<file path="config.mk">
export PLATFORM = sky130hd
export DESIGN_NAME = ctr_uart_reporter_flat
export DESIGN_NICKNAME = d
export VERILOG_FILES = /design/src/rtl/ctr_uart_pkg.sv /design/src/rtl/ctr_uart_reporter_if.sv /design/src/rtl/uart_tx_byte.sv /design/src/rtl/ctr_uart_reporter.sv /design/src/flat_wrapper.sv
export SDC_FILE = /design/constraint.sdc
export NUM_CORES = 1
export LEC_CHECK = 0
export ABC_CLOCK_PERIOD_IN_PS = 5800
export CORE_ASPECT_RATIO = 1.4
export CORE_MARGIN = 3
export CORE_UTILIZATION = 58
export DETAILED_ROUTE_END_ITERATION = 8
export PLACE_DENSITY = 0.84
export RECOVER_POWER = 50
export SLEW_MARGIN = 20
export SYNTH_ARGS = -nofsm -noshare
export SYNTH_HDL_FRONTEND = slang
export SYNTH_HIERARCHICAL = 1
export SYNTH_SLANG_ARGS = --single-unit
</file>
<file path="constraint.sdc">
create_clock -name clk -period 5.8 [get_ports clk]
set_input_delay 0.58 -clock clk [delete_from_list [all_inputs] [get_ports clk]]
set_output_delay 0.58 -clock clk [all_outputs]
set_load 0.1 [all_outputs]
</file>
<file path="src/rtl/ctr_uart_pkg.sv">
// ============================================================================
// Module      : ctr_uart_pkg
// Description : Shared types and constants for the counter UART reporter.
//               Holds the frame FSM state enum, the frame length and the
//               parity helper. Optional feature macro: CTR_UART_PARITY_EN
//               (adds an even-parity bit after d7).
// Revision    : 1.0 - initial release
// ============================================================================
`default_nettype none

package ctr_uart_pkg;

  localparam int DATA_BITS = 8;

`ifdef CTR_UART_PARITY_EN
  localparam int FRAME_BITS = 11;

  typedef enum logic [2:0] {
    IDLE   = 3'd0,
    START  = 3'd1,
    DATA   = 3'd2,
    PARITY = 3'd3,
    STOP   = 3'd4
  } state_t;

  // Even parity: the parity bit makes the total count of ones even.
  function automatic logic even_parity(input logic [7:0] b);
    return ^b;
  endfunction
`else
  localparam int FRAME_BITS = 10;

  typedef enum logic [2:0] {
    IDLE  = 3'd0,
    START = 3'd1,
    DATA  = 3'd2,
    STOP  = 3'd4
  } state_t;
`endif

endpackage

`default_nettype wire

</file>
<file path="src/rtl/ctr_uart_reporter_if.sv">
// ============================================================================
// Module      : ctr_uart_reporter_if
// Description : Signal bundle between the counter stage / pad and the UART
//               reporter.
//   ctr_in     : live counter value          (master -> slave)
//   report_req : request a report            (master -> slave)
//   tx         : UART line, idle high        (slave  -> master)
//   tx_oeb     : pad output enable, active-low (slave -> master)
//   busy       : report in flight            (slave  -> master)
//   done       : one-cycle completion pulse  (slave  -> master)
// Revision    : 1.0 - initial release
// ============================================================================
`default_nettype none

interface ctr_uart_reporter_if #(
  parameter int COUNTER_WIDTH = 24
);
  logic [COUNTER_WIDTH-1:0] ctr_in;
  logic                     report_req;
  logic                     tx;
  logic                     tx_oeb;
  logic                     busy;
  logic                     done;

  modport master (
    output ctr_in, report_req,
    input  tx, tx_oeb, busy, done
  );

  modport slave (
    input  ctr_in, report_req,
    output tx, tx_oeb, busy, done
  );
endinterface

`default_nettype wire

</file>
<file path="src/rtl/uart_tx_byte.sv">
// ============================================================================
// Module      : uart_tx_byte
// Description : One-frame UART serialiser: start(0), d0..d7 LSB first,
//               optional even parity (CTR_UART_PARITY_EN), stop(1). Each bit
//               is held CLKS_PER_BIT cycles.
//   clk, rst     : clock, synchronous active-high reset
//   i_start      : load i_data and begin a frame (honoured in IDLE and in the
//                  final stop-bit cycle, giving back-to-back frames)
//   i_data       : byte to send
//   o_tx         : serial line, high when idle
//   o_frame_done : high during the final cycle of the stop bit
// Revision    : 1.0 - initial release
// ============================================================================
`default_nettype none

module uart_tx_byte
  import ctr_uart_pkg::*;
#(
  parameter int CLKS_PER_BIT = 16
) (
  input  logic       clk,
  input  logic       rst,
  input  logic       i_start,
  input  logic [7:0] i_data,
  output logic       o_tx,
  output logic       o_frame_done
);

  localparam int                  c_baud_w    = (CLKS_PER_BIT > 1) ? $clog2(CLKS_PER_BIT) : 1;
  localparam logic [c_baud_w-1:0] c_baud_last = c_baud_w'(CLKS_PER_BIT - 1);

  state_t              r_state;
  state_t              w_state_next;
  logic [c_baud_w-1:0] r_baud;
  logic [2:0]          r_bit;
  logic [7:0]          r_shift;
  logic                w_bit_end;
  logic                w_load;
`ifdef CTR_UART_PARITY_EN
  logic                r_parity;
`endif

  assign w_bit_end = (r_baud == c_baud_last);

  always_comb begin
    w_state_next = r_state;
    w_load       = 1'b0;
    unique case (r_state)
      IDLE: begin
        if (i_start) begin
          w_state_next = START;
          w_load       = 1'b1;
        end
      end
      START: begin
        if (w_bit_end) w_state_next = DATA;
      end
      DATA: begin
        if (w_bit_end && (r_bit == 3'd7)) begin
`ifdef CTR_UART_PARITY_EN
          w_state_next = PARITY;
`else
          w_state_next = STOP;
`endif
        end
      end
`ifdef CTR_UART_PARITY_EN
      PARITY: begin
        if (w_bit_end) w_state_next = STOP;
      end
`endif
      STOP: begin
        if (w_bit_end) begin
          // Chaining straight into the next start bit avoids an idle gap.
          if (i_start) begin
            w_state_next = START;
            w_load       = 1'b1;
          end else begin
            w_state_next = IDLE;
          end
        end
      end
      default: w_state_next = IDLE;
    endcase
  end

  always_ff @(posedge clk) begin
    if (rst) begin
      r_state  <= IDLE;
      r_baud   <= '0;
      r_bit    <= '0;
      r_shift  <= '0;
`ifdef CTR_UART_PARITY_EN
      r_parity <= 1'b0;
`endif
    end else begin
      r_state <= w_state_next;

      // Baud counter rests at 0 in IDLE so a new frame starts on a clean count.
      if ((r_state == IDLE) || w_bit_end) begin
        r_baud <= '0;
      end else begin
        r_baud <= r_baud + c_baud_w'(1);
      end

      if (w_load) begin
        r_shift  <= i_data;
        r_bit    <= '0;
`ifdef CTR_UART_PARITY_EN
        r_parity <= even_parity(i_data);
`endif
      end else if ((r_state == DATA) && w_bit_end) begin
        // r_bit wraps 7 -> 0 naturally as the last data bit ends.
        r_shift <= {1'b0, r_shift[7:1]};
        r_bit   <= r_bit + 3'd1;
      end
    end
  end

  always_comb begin
    o_tx = 1'b1;
    unique case (r_state)
      START:   o_tx = 1'b0;
      DATA:    o_tx = r_shift[0];
`ifdef CTR_UART_PARITY_EN
      PARITY:  o_tx = r_parity;
`endif
      default: o_tx = 1'b1;
    endcase
  end

  assign o_frame_done = (r_state == STOP) && w_bit_end;

endmodule

`default_nettype wire

</file>
<file path="src/rtl/ctr_uart_reporter.sv">
// ============================================================================
// Module      : ctr_uart_reporter
// Description : Snapshots a free-running counter on request and sends it out
//               as UART frames, most-significant byte first, on one pad.
//               Optional feature macro: CTR_UART_PARITY_EN (8E1 framing).
//   clk  : single clock, all logic on posedge
//   rst  : synchronous active-high reset
//   bus  : ctr_uart_reporter_if.slave - ctr_in, report_req in;
//          tx, tx_oeb, busy, done out
// Revision    : 1.0 - initial release
// ============================================================================
`default_nettype none

module ctr_uart_reporter
  import ctr_uart_pkg::*;
#(
  parameter int COUNTER_WIDTH = 24,
  parameter int CLKS_PER_BIT  = 16
) (
  input  logic                clk,
  input  logic                rst,
  ctr_uart_reporter_if.slave  bus
);

  localparam int                 c_nbytes   = COUNTER_WIDTH / DATA_BITS;
  localparam int                 c_idx_w    = $clog2(c_nbytes) + 1;
  localparam logic [c_idx_w-1:0] c_last_idx = c_idx_w'(c_nbytes - 1);

  if ((COUNTER_WIDTH % 8 != 0) || (COUNTER_WIDTH < 8)) begin : g_bad_width
    $error("ctr_uart_reporter: COUNTER_WIDTH must be a non-zero multiple of 8");
  end

  if (CLKS_PER_BIT < 2) begin : g_bad_baud
    $error("ctr_uart_reporter: CLKS_PER_BIT must be >= 2");
  end

  logic [COUNTER_WIDTH-1:0] r_snap;
  logic                     r_busy;
  logic                     r_done;
  logic [c_idx_w-1:0]       r_byte_idx;
  logic [c_idx_w-1:0]       w_next_idx;
  logic                     w_accept;
  logic                     w_last_byte;
  logic                     w_start;
  logic                     w_frame_done;
  logic                     w_tx;
  logic [7:0]               w_next_byte;
  logic [7:0]               w_tx_byte;

  assign w_accept    = !r_busy && bus.report_req;
  assign w_last_byte = (r_byte_idx == c_last_idx);
  assign w_next_idx  = r_byte_idx + c_idx_w'(1);

  // Byte following the one on the line; zero once the last byte is in flight.
  always_comb begin
    w_next_byte = 8'h00;
    for (int i = 0; i < c_nbytes; i++) begin
      if (w_next_idx == c_idx_w'(i)) begin
        w_next_byte = r_snap[COUNTER_WIDTH-1-8*i -: 8];
      end
    end
  end

  // The first byte comes straight from ctr_in so its start bit can appear
  // the cycle after the accept edge, while snap is still being written.
  assign w_tx_byte = w_accept ? bus.ctr_in[COUNTER_WIDTH-1 -: 8] : w_next_byte;
  assign w_start   = w_accept || (r_busy && w_frame_done && !w_last_byte);

  always_ff @(posedge clk) begin
    if (rst) begin
      r_snap     <= '0;
      r_busy     <= 1'b0;
      r_done     <= 1'b0;
      r_byte_idx <= '0;
    end else begin
      r_done <= 1'b0;
      if (w_accept) begin
        r_snap     <= bus.ctr_in;
        r_busy     <= 1'b1;
        r_byte_idx <= '0;
      end else if (r_busy && w_frame_done) begin
        if (w_last_byte) begin
          r_busy <= 1'b0;
          r_done <= 1'b1;
        end else begin
          r_byte_idx <= w_next_idx;
        end
      end
    end
  end

  uart_tx_byte #(
    .CLKS_PER_BIT (CLKS_PER_BIT)
  ) u_tx (
    .clk          (clk),
    .rst          (rst),
    .i_start      (w_start),
    .i_data       (w_tx_byte),
    .o_tx         (w_tx),
    .o_frame_done (w_frame_done)
  );

  assign bus.tx     = w_tx;
  assign bus.tx_oeb = 1'b0;
  assign bus.busy   = r_busy;
  assign bus.done   = r_done;

endmodule

`default_nettype wire

</file>
<file path="src/flat_wrapper.sv">
// flat-port wrapper written by rule: the top's interface ports become plain ports
module ctr_uart_reporter_flat import ctr_uart_pkg::*;
#(
  parameter int COUNTER_WIDTH = 24,
  parameter int CLKS_PER_BIT  = 16
)
  (clk, rst, bus_ctr_in, bus_report_req, bus_tx, bus_tx_oeb, bus_busy, bus_done);
  ctr_uart_reporter_if #(.COUNTER_WIDTH(COUNTER_WIDTH)) bus_i ();
  input  logic clk;
  input  logic rst;
  input wire logic [$bits(bus_i.ctr_in)-1:0] bus_ctr_in;
  input wire logic [$bits(bus_i.report_req)-1:0] bus_report_req;
  output wire logic [$bits(bus_i.tx)-1:0] bus_tx;
  output wire logic [$bits(bus_i.tx_oeb)-1:0] bus_tx_oeb;
  output wire logic [$bits(bus_i.busy)-1:0] bus_busy;
  output wire logic [$bits(bus_i.done)-1:0] bus_done;
  assign bus_i.ctr_in = bus_ctr_in;
  assign bus_i.report_req = bus_report_req;
  assign bus_tx = bus_i.tx;
  assign bus_tx_oeb = bus_i.tx_oeb;
  assign bus_busy = bus_i.busy;
  assign bus_done = bus_i.done;
  ctr_uart_reporter #(.COUNTER_WIDTH(COUNTER_WIDTH), .CLKS_PER_BIT(CLKS_PER_BIT)) u_core (.clk(clk), .rst(rst), .bus(bus_i));
endmodule
</file>
# Yosys cells after proc, flatten, opt, wreduce, memory -nomap -nowiden

Index checks and enable logic that the tools add are counted.

Reduce and logical (&&, ||, !) cells: 22
Equality and inequality tests: 12
Multiplexer cells: 20
Bitwise logic cells: 2
$add $sub $neg: 3

Operators by type and width:

| kind                                          | count |
|---|---|
| two-way mux 8 bit                             | 6 |
| two-way mux 3 bit                             | 4 |
| one-hot mux 3 bit (4 select lines)            | 1 |
| == test 3 x 2 -> 1 bit, second input constant | 3 |
| inequality test 2 bit, second input constant  | 4 |
| two-way mux 1 bit                             | 7 |
| adder 3 x 1 -> 3 bit, second input constant   | 2 |
| == test 3 x 1 -> 1 bit, second input constant | 2 |
| == test 3 bit, second input constant          | 2 |
| logical AND 1 bit                             | 6 |
| logical NOT 3 bit                             | 2 |
| nonzero test 2 bit                            | 3 |
| OR reduction 2 bit                            | 3 |
| adder 4 x 1 -> 4 bit, second input constant   | 1 |
| == test 4 bit, second input constant          | 1 |
| one-hot mux 1 bit (2 select lines)            | 2 |
| AND reduction 2 bit                           | 2 |
| AND reduction 4 bit                           | 1 |
| OR reduction 3 bit                            | 1 |
| logical NOT 1 bit                             | 2 |
| logical OR 1 bit                              | 2 |
| inverter 1 bit                                | 2 |

Logic and storage cells: 67
Register bits after elaboration: 47
Input bits: 27
Output and inout bits: 4

# Longest topological paths before layout

Depth in word-level cells: 9
Mapped depth: 10
Mapped depth without buffers: 8

# Hierarchy

Netlist, hierarchy kept.

By module, submodules not included:

| module            | instances | sequential area each (um^2) | area an instance (um^2) | cells an instance |
|---|---|---|---|---|
| ctr_uart_reporter | 1         | 580.6                       | 1376.3                  | 169 |
| uart_tx_byte      | 1         | 360.3                       | 815.8                   | 90 |

# Worst setup path after synthesis

No wires, ideal clock.

Path type: register to output
Start point: register u_core.u_tx.r_state[0]
End point: output bus_tx
Data required time: 5.220 ns
Arrival: 2.697 ns
Cell stages (with the launch flop): 4
Buffers on the path: 0
Path slack: 2.523 ns
Cells stage by stage: dfxtp_1 > nand2b_1 > nor2_1 > o21ai_0

Word-level cells in the longest chain between the ends: 2
Elaborated cells on any way between the ends: 3
Classes of those cells: eq/ne: 2; mux: 1

RTL lines:

| element                                                                 | line                | source |
|---|---|---|
| start, declared                                                         | uart_tx_byte.sv:32  | `state_t r_state;` |
| start signal, assigned                                                  | uart_tx_byte.sv:97  | `r_state <= w_state_next;` |
| == test 3 x 2 -> 1 bit / == test 3 x 1 -> 1 bit (equally long branches) | uart_tx_byte.sv:122 | `unique case (r_state)` |
| one-hot mux 1 bit (2 select lines) *                                    | uart_tx_byte.sv:122 |  |
| end, declared                                                           | flat_wrapper.sv:13  | `output wire logic [$bits(bus_i.tx)-1:0] bus_tx;` |

Mark *: on every way between the ends. The rest lies on a longest branch, timed or not.

# Final worst setup path

Ends and elaborated chain as after synthesis.

==> run_results.csv <==
group,metric,value,unit
outcome,status,"finished with violations",
outcome,violations,"max-capacitance violations, max-slew violations",
synth,syn_inst,259,
synth,synth.net_count,294,
clocking,insertion_delay,0.30,ns
die,rows,25,
synth,synth-edff-count,0,
setup_path,r2r_slack,3.24,ns
setup_path,critPathKind,"register to output pin",
synth,synth_compound_area_share,19.98,%
synth,muxShareOfSynthArea,1.370,%
die,die_h,78.74,um
clocking,numCtsBuffers,5,
flow_run,maxCapViolations,1,
drt,routed_via_density,5.788,
place,finalWeightedCongestion,0.8217,
synth,yosysTopAreaCell,"dfxtp_1",
timing,max_freq,349.0,MHz
drt,drt_iter0_drc,86,
clocking,clock_sinks,47,
global_route,grt_max_degree,44,
timing,finalHoldViolCount,0,
synth,yosys_warnings,6,
place,dpl-instance-area,2419,um2
timing,tns,0,ns
timing,finClkSkew,0.004327,ns
layout,num-fill-cells,289,
timing,slew_violations,44,
synth,avgSynthCellArea,8.464,um2
die,coreArea,3503,um2
layout,final_layout_size_suffix_gt1_share,6.050,%
setup_path,required,5.22,ns
setup_path,worstReg2RegStart,"u_core/u_tx/r_baud[0]",
setup_path,crit_path_max_fanout,8,
die,die_w,57.96,um
setup_path,cp_num_cells,4,
synth,synth.top_cell.area_share,42.92,%
setup_path,worstSetupStartpoint,"u_core/u_tx/r_state[0]",
pwr,power_density,252.9,nW/um2
synth,synth_seq_area_share,42.92,%
synth,synth_cell_type_count,37,
clocking,clock_path_buffers,2,
timing,min_period,2.866,ns
setup_path,r2r-end,"u_core/u_tx/r_shift[0]",
pwr,cellLeakagePower,0.9306,nW
timing,setup_violations,0,
drt,drc_errors,0,
setup_path,cp.arrival,2.29,ns
setup_path,cp_cell_sequence,"nand2b_1 > nor2_1 > o21ai_0 > clkdlybuf4s50_1",
layout,syn2layout_area_growth,15.01,%
clocking,post_cts_resized,0,
synth,synthAdderAreaFrac,4.566,%
place,hpwl,3183,um
drt,routed_wl,4596,um
setup_path,reg2reg_depth,8,
place,io_buffers,29,
global_route,grt_pass1_vias,1754,
global_route,grt_use_met3,4.065,%
die,initial_utilization,62.57,%
worst_hold_path,worstHoldPathType,"register to register",
layout,antennaDiodeCount,0,
setup_path,endpoint_kind,"output pin",
die,die_area,4563,um2
clocking,clk_pin_slew_worst_paths,0.08,ns
synth,netlist_area,2192,um2
drt,wl_per_cell,14.32,um
clocking,cts_tree,"yes",
global_route,grt_remaining_overflow,0,
timing,worst_slew_pin_slew,1.863,ns
global_route,met1_usage,25.44,%
synth,synth.most_common_cell,"nand2_1",
setup_path,worstSetupStartpointType,"register",
synth,ys_ff_latch,47,
synth,ys_async_sr_fraction,0,%
timing,max_slew_margin,-24.19,%
global_route,grt_use_met2,37.67,%
clocking,post_cts_buffers,0,
layout,final_net_count,315,
synth,synth_top_family_by_area,"simple AND/OR/NAND/NOR gates",
timing,rsz0062_at_grt,"no",
synth,synth_commonest_cells,"nand2_1 (52), dfxtp_1 (47), a21oi_1 (36), nor2_1 (12), nor2b_1 (12)",
pwr,power,637.5,uW
global_route,grt_usage,21.86,%
timing,worst_hold_slack,0.4535,ns
synth,synth-xor-area-share,1.598,%
setup_path,path_delay_family,"buffers and inverters",
synth,ys.flop_type,"dfxtp_1",
clocking,clockRootBuffer,"clkbuf_8",
setup_path,crit_buf_inv,1,
setup_path,cp-endpoint,"bus_tx",
global_route,grt_pass1_wl,7838,um
synth,synth_area_leaders,"dfxtp_1 (43%), nand2_1 (8.9%), a21oi_1 (8.2%)",
synth,synth_simple_gate_area_share,22.66,%
setup_path,cp_slowest_cell,"clkdlybuf4s50_1",
global_route,grt-busiest-layer,"met2",
global_route,antenna_found_initial,0,
drt,routed-via-count,1858,
setup_path,cpPeakStageDelay,1.15,ns
drt,first_pass_iters,4,
clocking,cts_hold_buf,0,
timing,min_period_over_period,49.41,%
drt,drtAntennaViolNets,0,
clocking,htree_levels,2,
pwr,ir_drop,0.1932,mV
layout,fin_area,2521,um2
die,ios,31,
[area by class of cell]
type / count / area (um2) / area share [%]
clock buffer: 7 / 96.34 / 3.821
inverter: 5 / 18.77 / 0.7444
timing repair buffer: 31 / 301.5 / 11.96
clock inverter: 1 / 7.507 / 0.2978
tap: 40 / 50.05 / 1.985
sequential: 47 / 940.9 / 37.32
multi-input combinational: 190 / 1106 / 43.87
[registers in the layout, summed over array words and instances, names as in the netlist]
register             cells
u_core/r_snap           24
u_core/u_tx/r_shift      8
u_core/u_tx/r_baud       4
u_core/r_byte_idx        3
u_core/u_tx/r_bit        3
u_core/u_tx/r_state      3
u_core/bus.busy          1
u_core/bus.done          1
[metal layers]
layer	wire, um	up-vias
li1	-	940
met1	1929	852
met2	2341	53
met3	183	13
met4	141	0
met5	0	-
[cells in the final DEF (no fill, tap or decap), types with 2 or more instances in the layout]
master,instances
a21oi_1,36
a221oi_1,8
a22oi_1,6
and3_1,2
clkbuf_8,7
clkdlybuf4s50_1,28
dfxtp_1,47
ha_1,8
inv_1,4
mux2i_1,3
nand2_1,52
nand2b_1,2
nand3_1,9
nor2_1,12
nor2b_1,12
nor3_1,8
o21ai_0,5
o31ai_1,8
or3_1,2
xnor2_1,3
[worst reg2reg max path: cells and delay by family (launching register included)]
kind | cells | cell delay [ns]
AO/OA/AOI/OAI | 4 | 1.08
flip-flops | 1 | 0.36
adder cells (fa/ha/maj) | 1 | 0.18
AND/OR/NAND/NOR | 3 | 0.85
[power by group]
group	total (mW)	switching (mW)	internal (mW)
Sequential	0.345	0.00887	0.336
Combinational	0.0793	0.0449	0.0344
Clock	0.213	0.105	0.108
[cells by family after synthesis]
family / Yosys count
adders and majority gates: 8
AOI/OAI and AO/OA: 69
DFF: 47
and+or+nand+nor: 105
xor gates and xnor gates: 4
buffers and inverters: 22
muxes: 3
other: 1
[through the flow]
stage | util (%) | std cells | setup slack [ns]
detailed placement | 69.04 | 313 | 2.821
floorplan | - | 259 | 2.523
finish | 71.96 | 321 | 2.934
CTS | 72.00 | 321 | 2.918
global placement | 69.04 | 313 | 2.870
global route | 71.96 | 321 | 2.799
[worst min path at each step]
stage                               start               endpoint  slack, ns  cells past startpoint
finish              u_core/u_tx/r_baud[0]  u_core/u_tx/r_baud[0]       0.45                      1
global placement    u_core/u_tx/r_baud[0]  u_core/u_tx/r_baud[0]       0.44                      1
floorplan           u_core/u_tx/r_baud[0]  u_core/u_tx/r_baud[0]       0.42                      1
detailed placement  u_core/u_tx/r_baud[0]  u_core/u_tx/r_baud[0]       0.45                      1
global route            u_core/r_snap[23]      u_core/r_snap[23]       0.48                      2
CTS                 u_core/u_tx/r_baud[0]  u_core/u_tx/r_baud[0]       0.46                      1
(Power assumes the default switching activity.)
